File: config.mk
export PLATFORM = sky130hd
export DESIGN_NAME = pool_result_buffer_flat
export DESIGN_NICKNAME = d
export VERILOG_FILES = /design/src/rtl/lenet_pkg.sv /design/src/rtl/pool_result_buffer_if.sv /design/src/rtl/sync_circ_buffer.sv /design/src/rtl/pool_result_buffer.sv /design/src/flat_wrapper.sv
export SDC_FILE = /design/constraint.sdc
export NUM_CORES = 1
export LEC_CHECK = 0
export BUFFER_PORTS_ARGS = -buffer_cell sky130_fd_sc_hd__buf_2
export CAP_MARGIN = 30
export CORE_UTILIZATION = 60
export CTS_BUF_LIST = sky130_fd_sc_hd__clkbuf_2 sky130_fd_sc_hd__clkbuf_4 sky130_fd_sc_hd__clkbuf_8
export DETAILED_ROUTE_END_ITERATION = 8
export GPL_ROUTABILITY_DRIVEN = 0
export GPL_TIMING_DRIVEN = 0
export PLACE_DENSITY_LB_ADDON = 0.3
export SLEW_MARGIN = 25
export SYNTH_ARGS = -nofsm -noshare
export SYNTH_HDL_FRONTEND = slang
export SYNTH_SLANG_ARGS = --single-unit
File: constraint.sdc
create_clock -name clk -period 8 [get_ports clk]
set_clock_uncertainty 0.2 [all_clocks]
set_input_delay 0.8 -clock clk [delete_from_list [all_inputs] [get_ports clk]]
set_output_delay 0.8 -clock clk [all_outputs]
set_load 0.03 [all_outputs]
File: src/rtl/lenet_pkg.sv
// Shared LeNet constants and helpers.
// Contents:
//   BITWIDTH  - datapath width of the accelerator (products are 2*BITWIDTH)
//   POOL1_MAP - pooled elements per feature map after pool1 (14x14)
//   POOL2_MAP - pooled elements per feature map after pool2 (5x5)
//   clog2()   - ceiling log2, usable in constant expressions
package lenet_pkg;

   localparam int BITWIDTH  = 17;
   localparam int POOL1_MAP = 196;
   localparam int POOL2_MAP = 25;

   function automatic int clog2(input int value);
      int result;
      int v;
      result = 32'sd0;
      v      = value - 32'sd1;
      while (v > 32'sd0) begin
         result = result + 32'sd1;
         v      = v >>> 1;
      end
      return result;
   endfunction

endpackage

File: src/rtl/pool_result_buffer_if.sv
// Stream bundle between computation_core, pool_result_buffer and the next
// layer's input loader.
// Signals:
//   max_number/flag_store          - pooled value and its one-cycle strobe
//   out_data/out_valid/out_ready   - requantized output stream
//   out_last                       - head entry closes a feature map
//   map_done/overflow/level        - status
// Modports: slave = the buffer, master = the producer/consumer side.
interface pool_result_buffer_if
   import lenet_pkg::*;
#(
   parameter int BITWIDTH = 17,
   parameter int DEPTH    = 16
);

   logic signed [2*BITWIDTH-1:0] max_number;
   logic                         flag_store;
   logic [BITWIDTH-1:0]          out_data;
   logic                         out_valid;
   logic                         out_ready;
   logic                         out_last;
   logic                         map_done;
   logic                         overflow;
   logic [clog2(DEPTH):0]        level;

   modport slave (
      input  max_number, flag_store, out_ready,
      output out_data, out_valid, out_last, map_done, overflow, level
   );

   modport master (
      output max_number, flag_store, out_ready,
      input  out_data, out_valid, out_last, map_done, overflow, level
   );

endinterface

File: src/rtl/sync_circ_buffer.sv
// Synchronous circular buffer, DEPTH x WIDTH, with registered head output.
// Ports:
//   clk, reset         - clock, synchronous active-high reset
//   wr_en, wr_data     - write request (ignored while full)
//   rd_ready           - consumer ready; pops when rd_valid is also high
//   rd_data, rd_valid  - registered head entry and its presence flag
//   full, level        - occupancy status
// Pointers carry one extra wrap bit: equal means empty, MSB-only
// difference means full.
module sync_circ_buffer
   import lenet_pkg::*;
#(
   parameter  int DEPTH = 16,
   parameter  int WIDTH = 18,
   localparam int AW    = clog2(DEPTH)
) (
   input  logic             clk,
   input  logic             reset,
   input  logic             wr_en,
   input  logic [WIDTH-1:0] wr_data,
   input  logic             rd_ready,
   output logic [WIDTH-1:0] rd_data,
   output logic             rd_valid,
   output logic             full,
   output logic [AW:0]      level
);

   logic [WIDTH-1:0] mem_q [DEPTH];
   logic [AW:0]      wr_ptr_q, wr_ptr_d;
   logic [AW:0]      rd_ptr_q, rd_ptr_d;
   logic [AW:0]      level_q, level_d;
   logic             valid_q, valid_d;
   logic             full_q, full_d;
   logic [WIDTH-1:0] data_q, data_d;
   logic             push;
   logic             pop;

   // Next pointers, status and the head value seen after this edge.
   always_comb begin
      // Full is the registered flag: a same-cycle pop never frees room.
      push     = wr_en && !full_q;
      pop      = valid_q && rd_ready;
      wr_ptr_d = push ? (wr_ptr_q + {{AW{1'b0}}, 1'b1}) : wr_ptr_q;
      rd_ptr_d = pop  ? (rd_ptr_q + {{AW{1'b0}}, 1'b1}) : rd_ptr_q;
      level_d  = wr_ptr_d - rd_ptr_d;
      valid_d  = (wr_ptr_d != rd_ptr_d);
      full_d   = (wr_ptr_d[AW] != rd_ptr_d[AW]) &&
                 (wr_ptr_d[AW-1:0] == rd_ptr_d[AW-1:0]);
      // Bypass when the new head is the slot being written this edge.
      if (!valid_d) begin
         data_d = {WIDTH{1'b0}};
      end else if (push && (rd_ptr_d == wr_ptr_q)) begin
         data_d = wr_data;
      end else begin
         data_d = mem_q[rd_ptr_d[AW-1:0]];
      end
   end

   // Pointer and registered-output state.
   always_ff @(posedge clk) begin
      if (reset) begin
         wr_ptr_q <= {(AW+1){1'b0}};
         rd_ptr_q <= {(AW+1){1'b0}};
         level_q  <= {(AW+1){1'b0}};
         valid_q  <= 1'b0;
         full_q   <= 1'b0;
         data_q   <= {WIDTH{1'b0}};
      end else begin
         wr_ptr_q <= wr_ptr_d;
         rd_ptr_q <= rd_ptr_d;
         level_q  <= level_d;
         valid_q  <= valid_d;
         full_q   <= full_d;
         data_q   <= data_d;
      end
   end

   // Storage array; contents need no reset because valid gates the output.
   always_ff @(posedge clk) begin
      if (push) begin
         mem_q[wr_ptr_q[AW-1:0]] <= wr_data;
      end
   end

   assign rd_data  = data_q;
   assign rd_valid = valid_q;
   assign full     = full_q;
   assign level    = level_q;

endmodule

File: src/rtl/pool_result_buffer.sv
// Captures pooled results from computation_core, applies ReLU and
// requantization to BITWIDTH bits, tags the last element of each feature
// map and queues results for the next layer's loader.
// Ports:
//   clk, reset - clock, synchronous active-high reset
//   bus        - pool_result_buffer_if.slave (capture input, output stream,
//                map_done pulse, sticky overflow, occupancy level)
module pool_result_buffer
   import lenet_pkg::*;
#(
   parameter int BITWIDTH   = lenet_pkg::BITWIDTH,
   parameter int FRAC_SHIFT = 8,
   parameter int DEPTH      = 16,
   parameter int MAP_SIZE   = POOL2_MAP
) (
   input  logic                 clk,
   input  logic                 reset,
   pool_result_buffer_if.slave  bus
);

   localparam int IW = 2 * BITWIDTH;
   localparam int AW = clog2(DEPTH);
   localparam int CW = (clog2(MAP_SIZE) < 1) ? 1 : clog2(MAP_SIZE);
   localparam logic [CW-1:0]       LAST_POS = CW'(MAP_SIZE - 1);
   localparam logic [BITWIDTH-1:0] SAT_MAX  = {1'b0, {(BITWIDTH-1){1'b1}}};

   // ReLU, drop fractional bits, clamp to the largest positive value.
   function automatic logic [BITWIDTH-1:0] requantize(input logic signed [IW-1:0] value);
      logic signed [IW-1:0] shifted;
      logic [BITWIDTH-1:0]  result;
      shifted = value >>> FRAC_SHIFT;
      if (value[IW-1]) begin
         result = {BITWIDTH{1'b0}};
      end else if ($unsigned(shifted) > {{(IW-BITWIDTH){1'b0}}, SAT_MAX}) begin
         result = SAT_MAX;
      end else begin
         result = shifted[BITWIDTH-1:0];
      end
      return result;
   endfunction

   logic                 s1_valid_q, s1_valid_d;
   logic signed [IW-1:0] s1_value_q, s1_value_d;
   logic                 s1_last_q, s1_last_d;
   logic [CW-1:0]        elem_cnt_q, elem_cnt_d;
   logic                 map_done_q, map_done_d;
   logic                 overflow_q, overflow_d;

   logic                 buf_wr_en;
   logic [BITWIDTH:0]    buf_wr_data;
   logic [BITWIDTH:0]    buf_rd_data;
   logic                 buf_rd_valid;
   logic                 buf_full;
   logic [AW:0]          buf_level;

   // Capture stage, positional element counter and overflow tracking.
   always_comb begin
      s1_valid_d = bus.flag_store;
      map_done_d = 1'b0;
      if (bus.flag_store) begin
         s1_value_d = bus.max_number;
         s1_last_d  = (elem_cnt_q == LAST_POS);
         map_done_d = (elem_cnt_q == LAST_POS);
         // Dropped captures still advance the map position.
         if (elem_cnt_q == LAST_POS) begin
            elem_cnt_d = {CW{1'b0}};
         end else begin
            elem_cnt_d = elem_cnt_q + {{(CW-1){1'b0}}, 1'b1};
         end
      end else begin
         s1_value_d = s1_value_q;
         s1_last_d  = s1_last_q;
         elem_cnt_d = elem_cnt_q;
      end
      buf_wr_en   = s1_valid_q && !buf_full;
      buf_wr_data = {s1_last_q, requantize(s1_value_q)};
      overflow_d  = overflow_q || (s1_valid_q && buf_full);
   end

   // Capture and status registers.
   always_ff @(posedge clk) begin
      if (reset) begin
         s1_valid_q <= 1'b0;
         s1_value_q <= {IW{1'b0}};
         s1_last_q  <= 1'b0;
         elem_cnt_q <= {CW{1'b0}};
         map_done_q <= 1'b0;
         overflow_q <= 1'b0;
      end else begin
         s1_valid_q <= s1_valid_d;
         s1_value_q <= s1_value_d;
         s1_last_q  <= s1_last_d;
         elem_cnt_q <= elem_cnt_d;
         map_done_q <= map_done_d;
         overflow_q <= overflow_d;
      end
   end

   sync_circ_buffer #(
      .DEPTH (DEPTH),
      .WIDTH (BITWIDTH + 1)
   ) u_buf (
      .clk      (clk),
      .reset    (reset),
      .wr_en    (buf_wr_en),
      .wr_data  (buf_wr_data),
      .rd_ready (bus.out_ready),
      .rd_data  (buf_rd_data),
      .rd_valid (buf_rd_valid),
      .full     (buf_full),
      .level    (buf_level)
   );

   assign bus.out_data  = buf_rd_data[BITWIDTH-1:0];
   assign bus.out_last  = buf_rd_data[BITWIDTH];
   assign bus.out_valid = buf_rd_valid;
   assign bus.level     = buf_level;
   assign bus.map_done  = map_done_q;
   assign bus.overflow  = overflow_q;

endmodule

File: src/flat_wrapper.sv
// flat-port wrapper written by rule: the top's interface ports become plain ports
module pool_result_buffer_flat import lenet_pkg::*;
#(
   parameter int BITWIDTH   = lenet_pkg::BITWIDTH,
   parameter int FRAC_SHIFT = 8,
   parameter int DEPTH      = 16,
   parameter int MAP_SIZE   = POOL2_MAP
)
  (clk, reset, bus_max_number, bus_flag_store, bus_out_ready, bus_out_data, bus_out_valid, bus_out_last, bus_map_done, bus_overflow, bus_level);
  pool_result_buffer_if #(.BITWIDTH(BITWIDTH), .DEPTH(DEPTH)) bus_i ();
  input  logic clk;
  input  logic reset;
  input wire logic [$bits(bus_i.max_number)-1:0] bus_max_number;
  input wire logic [$bits(bus_i.flag_store)-1:0] bus_flag_store;
  input wire logic [$bits(bus_i.out_ready)-1:0] bus_out_ready;
  output wire logic [$bits(bus_i.out_data)-1:0] bus_out_data;
  output wire logic [$bits(bus_i.out_valid)-1:0] bus_out_valid;
  output wire logic [$bits(bus_i.out_last)-1:0] bus_out_last;
  output wire logic [$bits(bus_i.map_done)-1:0] bus_map_done;
  output wire logic [$bits(bus_i.overflow)-1:0] bus_overflow;
  output wire logic [$bits(bus_i.level)-1:0] bus_level;
  assign bus_i.max_number = bus_max_number;
  assign bus_i.flag_store = bus_flag_store;
  assign bus_i.out_ready = bus_out_ready;
  assign bus_out_data = bus_i.out_data;
  assign bus_out_valid = bus_i.out_valid;
  assign bus_out_last = bus_i.out_last;
  assign bus_map_done = bus_i.map_done;
  assign bus_overflow = bus_i.overflow;
  assign bus_level = bus_i.level;
  pool_result_buffer #(.BITWIDTH(BITWIDTH), .FRAC_SHIFT(FRAC_SHIFT), .DEPTH(DEPTH), .MAP_SIZE(MAP_SIZE)) u_core (.clk(clk), .reset(reset), .bus(bus_i));
endmodule
Yosys cells after proc, flatten, opt, wreduce, memory -nomap -nowiden. Memory sizes are Yosys's and may differ from the RTL's. Cells that the tools add are included.

Muxes and demuxes: 8. Magnitude comparators: 1. Reductions and logical operators: 10. Equality and inequality tests: 5. Bitwise logic cells: 2. Multiply operators: 0. Div/mod/pow operators: 0. $add $sub $neg: 4. Shift operators: 0.

Operators by type and width (count): 34-bit by 16-bit > comparator with 1-bit output (second input constant) (1); 17-bit two-way mux (2); 18-bit two-way mux (1); 5-bit by 1-bit adder with 5-bit output (second input constant) (3); 5-bit two-way mux (3); 1-bit logical AND (6); 5-bit equality test (1); 5-bit equality test (second input constant) (1); 5-bit inequality test (1); 5-bit subtractor (1); 4-bit equality test (1); 2-bit OR reduction (2); 1-bit two-way mux (2); 1-bit NOT (2); 1-bit zero test (1); 1-bit logical OR (1); 1-bit inequality test (1).

Logic and storage cells: 43. Bits in writable memories: 288. Bits in latches: 0. Register bits: 78. Memories: 1. ROM bits: 0.

Memory list: u_core.u_buf.mem_q (words 16, bits a word 18, read ports 1, clocked after Yosys merged registers in 0, write ports 1, RTL line sync_circ_buffer.sv:28) `logic [WIDTH-1:0] mem_q [DEPTH];`.

Logic depth before layout (Yosys ltp).
Depth after elaboration: 7. Gate-level depth with buffers: 13. Gate-level depth less buffers: 10.

By module. Synthesis repeated with hierarchy kept, for this count alone.

Cells, all modules: 994. Area total of the unflattened synthesis: 14675.3 µm².

Modules (own cells, without submodules): sync_circ_buffer (cells each 834, seq. area each 9349.0 µm², times used 1, area an instance 13205.2 µm²); pool_result_buffer (cells each 160, seq. area each 700.7 µm², times used 1, area an instance 1470.2 µm²).

Least setup slack after synthesis. OpenSTA, ideal clock, no wires.

Path type: input to register. Start point: input port bus_out_ready. End point: register u_core.u_buf.data_q[10] (netlist: u_core.u_buf.rd_data[10]). Path buffers: 5. Stages on the path: 11. Data arrival time: 2919 ps. Setup slack: 4790 ps. Path through: buf_2 nand3_1 xor2_1 clkbuf_1 clkbuf_1 ha_1 and4_1 a21o_1 buf_2 buf_2 a311oi_1.

Word-level cells in the longest chain between the ends: 5. Elaborated cells on any way between the ends: 9. Classes of those cells: eq/ne (2); mux (2); bitwise (1); reduce/logical (3); memory (1).

RTL lines: start, declared (RTL line flat_wrapper.sv:15) `input wire logic [$bits(bus_i.out_ready)-1:0] bus_out_ready;`; 1-bit logical AND (*) (RTL line sync_circ_buffer.sv:42) `pop = valid_q && rd_ready;`; 5-bit two-way mux (*) (RTL line sync_circ_buffer.sv:44) `rd_ptr_d = pop ? (rd_ptr_q + {{AW{1'b0}}, 1'b1}) : rd_ptr_q;`; branches (longest 3 deep; another with memory 16 x 18 bit); end signal, assigned (RTL line sync_circ_buffer.sv:67) `data_q <= {WIDTH{1'b0}};`; end signal, assigned (RTL line sync_circ_buffer.sv:74) `data_q <= data_d;`; end, declared (RTL line sync_circ_buffer.sv:34) `logic [WIDTH-1:0] data_q, data_d;`.

Every way passes the cells marked *. A chain may end at the register's enable or synchronous reset.

Worst setup path after layout.
Start point: register u_core.u_buf.valid_q (netlist: u_core.u_buf.rd_valid). End point: register u_core.u_buf.data_q[9] (netlist: u_core.u_buf.rd_data[9]).

Word-level cells in the longest chain between the ends: 5. Elaborated cells on any way between the ends: 9. Classes of those cells: eq/ne (2); mux (2); bitwise (1); reduce/logical (3); memory (1).

RTL lines: start, declared (RTL line sync_circ_buffer.sv:32) `logic valid_q, valid_d;`; start signal, assigned (RTL line sync_circ_buffer.sv:72) `valid_q <= valid_d;`; 1-bit logical AND (*) (RTL line sync_circ_buffer.sv:42); 5-bit two-way mux (*) (RTL line sync_circ_buffer.sv:44); branches (longest 3 deep; another with memory 16 x 18 bit).

Marks and branches as above.

==> run metrics <==
Finish-stage setup viols 0; clock root buffer clkbuf_8; # fillers 1770; Top-Level Pins 64; min-delay src bus_max_number[20]; Worst Path Required 8.25 ns; Worst Tran Pin Value 0.950 ns; Final Slew Violations 0; status complete, no violations; RSZ-0062 raised after global routing no; max incr delay on CP 0.78 ns; crit end category register; R2R Path Start u_core.u_buf.rd_valid; Slew headroom 36.7%; ant diodes 0; number of routed nets with antenna violations 0; asr flop ratio synth 0%; DIE WIDTH 164 um; # rows 59; Pre-antenna DRT Iters 6; initial antenna violation count 0; CTS Buf Count 54; # hold bufs at CTS 0; Initial Util 60.9%; CP arrival 4.57 ns; Die Area 27000 sq um; total core area 26000 sq um; WL/cell 25.2 um; total global routing overflow 0; vias post-DR 11400; top cell type's share of synthesized area 54.6%; clk slew on worst S/H paths 0.07 ns; synthesized area 15800 sq um; clock tree sinks 358; PwrDens 238 nW/um^2; capturing point of the worst reg2reg path u_core.u_buf.rd_data[9]; Synth cell types 55; Area Overhead vs Synth 14.8%; I/O Buffers 54; first-pass GRT wire length 64.3 mm; Comb pwr share 15.5%; # resized after CTS 0; most numerous cell on the critical path buf_2; largest net degree at the start of global routing 19; Hold Crit Class input pin to register; crit-path cells buf_2 > nand3_1 > xor2_1 > clkbuf_1 > clkbuf_1 > ha_1 > and4_1 > a21o_1 > buf_2 > buf_2 > a311oi_1; vias in the first global route 11300; yosys warns 0; Synth area leader edfxtp_1; Worst Hold Depth 3; Seq pwr share 48.6%; Via density 6.61; setup bufs post-CTS 0; synth top area cells edfxtp_1 55%, dfxtp_1 8.9%, mux2i_1 5.9%; r2r setup slk 3.68 ns; deepest clock path buffer count 3; Die Ht 164 um; #FFs+latches synth 358; DRC viols 0; CP Max Fanout 10; Post-DP HPWL 28.8 mm; Final Hold Vio Count 0; VDD IR max 0.000192 V; drt initial violations 1438; TritonCTS clock tree built; Post-Route Setup TNS 0 ns; Pleak 6.25 nW; reg2reg path depth 11; Switch Pwr 1.17 mW; Syn Area/Cell 13.2 sq um; All-Layer GR Usage 32.7%; internal power 3.15 mW; sequential area share after synthesis 63.5%; Tcrit/Tclk final 54.0%; H-tree depth 2; Clock power frac 35.9%; overall power 4.32 mW; Detailed Route WL 43.5 mm; Post-synth EDFFs 288; CP max-delay cell clkbuf_1; Mapped Cells 1199; crit path time final 4.32 ns; max-cap viol count 0; Setup crit start kind register; CP Class register to register; layout cells sized above 1 22.0%; switch share 27.1%; Worst Hold Path EP u_core.s1_value_q[20]; Min Hold Slack 0.248 ns; Main synth FF type edfxtp_1; fin nets 1398; clk_lat worst skew 0.60 ns; f_max 231 MHz
-- stage by stage --
| step | cells | util (%) | setup slack (ns) | area, sq um |
|---|---|---|---|---|
| after global placement | 1603 | 63.8 | 3.35 | 16600 |
| after detailed placement | 1625 | 65.5 | 3.32 | 17000 |
| final | 1728 | 69.9 | 3.68 | 18200 |
| after global routing | 1728 | 69.9 | 3.61 | 18200 |
| after CTS | 1726 | 69.8 | 3.80 | 18100 |
| after floorplan | 1214 | - | 4.79 | 15900 |
-- metal layers --
layer  routed length, um  vias to the layer above  GRT usage (%)
met5                   0                        -              0
met4                2550                        0           19.8
met3                4840                      209           5.75
met2               20700                      808           53.3
met1               15400                     5448           41.1
li1                    -                     4953              -
-- flip-flops by register name, summed over array words and instances, names as in the netlist, 5 cells and up --
name                   count
u_core.u_buf.rd_data      18
u_core.u_buf.wr_ptr_q      5
u_core.s1_value_q         26
u_core.u_buf.level         5
u_core.u_buf.rd_ptr_q      5
u_core.elem_cnt_q          5
u_core.u_buf.mem_q       288
-- synth_stat cells (all sizes together), types with 2 or more instances --
library cell and count:
edfxtp 288, nor2 139, a211oi 94, mux2i 93
a21oi 70, dfxtp 70, mux2 64, clkbuf 51
buf 38, nor4 32, o22ai 32, nand2 29
a311oi 18, a22oi 17, o21ai 16, or3 16
a221o 15, inv 14, ha 11, xor2 11
and3 8, xnor2 8, nand3 6, nand4 6
a21o 5, mux4 5, nor2b 5, nand2b 4
nor3 4, a2111oi 3, a2111o 2, a211o 2
a21bo 2, a31oi 2, and2 2, nand3b 2
o211ai 2, xnor3 2
-- logic make-up after synthesis --
kind of cell	Yosys count	synth area share (%)
AOI/OAI and AO/OA	286	12.5
xor gates and xnor gates	21	1.45
adders and majority gates	12	0.996
buffers and inverters	103	2.89
DFF	358	63.5
muxes	162	11.1
other	1	0.0237
and+or+nand+nor	256	7.47
-- worst max-delay path: cells and delay by family (launching register included) --
| family | cells | cell delay [ns] |
|---|---|---|
| compound gates | 2 | 0.60 |
| xor+xnor | 1 | 0.17 |
| fa+ha+maj | 1 | 0.43 |
| buf+inv | 5 | 2.03 |
| flops | 1 | 0.42 |
| simple gates | 2 | 0.34 |
-- cell usage in the layout, fill, tap and decap left out, types with 5 or more instances in the layout --
cell type	instances
or3_1	16
clkbuf_4	23
buf_2	77
clkbuf_1	51
nand3_1	6
inv_1	13
clkbuf_8	55
nand4_1	6
a221o_1	15
dfxtp_1	70
a211oi_1	94
nor2_1	116
mux2_2	64
xnor2_1	8
edfxtp_1	288
buf_16	5
clkinv_2	10
conb_1	16
o22ai_1	32
a22oi_1	17
nor2_2	11
clkinv_1	7
buf_4	22
mux4_2	5
nand2_1	29
mux2i_1	93
a21o_1	5
xor2_1	10
nor4_1	32
nor2b_1	5
and3_1	7
a311oi_1	18
a21oi_1	70
o21ai_0	16
ha_1	11
nor2_4	12
buf_1	5
-- power by group through the flow --
stage          combinational, mW  sequential (mW)  clock [mW]
2_1_floorplan              0.385             2.19           0
3_3_place_gp               0.624             2.14           0
3_5_place_dp               0.646             2.14           0
4_1_cts                    0.650             2.10        1.56
5_1_grt                    0.703             2.11        1.64
6_report                   0.669             2.10        1.55
-- how the worst max path moves through the flow --
stage	startpoint	end	slack [ns]	cells past startpoint
final	u_core.u_buf.rd_valid	u_core.u_buf.rd_data[9]	3.68	11
after global routing	u_core.u_buf.rd_valid	u_core.u_buf.rd_data[9]	3.61	11
after CTS	u_core.u_buf.rd_valid	u_core.u_buf.rd_data[9]	3.80	11
after detailed placement	bus_out_ready	u_core.u_buf.rd_data[9]	3.32	12
after global placement	bus_out_ready	u_core.u_buf.rd_data[9]	3.35	12
after floorplan	bus_out_ready	u_core.u_buf.rd_data[10]	4.79	11
-- cell type report --
type                       instances  area [sq um]  area share (%)
sequential                       358         10000            55.3
multi-input combinational        753          5520            30.4
clock buffer                      77           922            5.08
timing repair buffer              78           598            3.29
tap                              335           419            2.31
buffer                            89           404            2.22
clock inverter                    24           205            1.13
inverter                          14          52.6           0.289
Power figures use the tool's default switching activity.
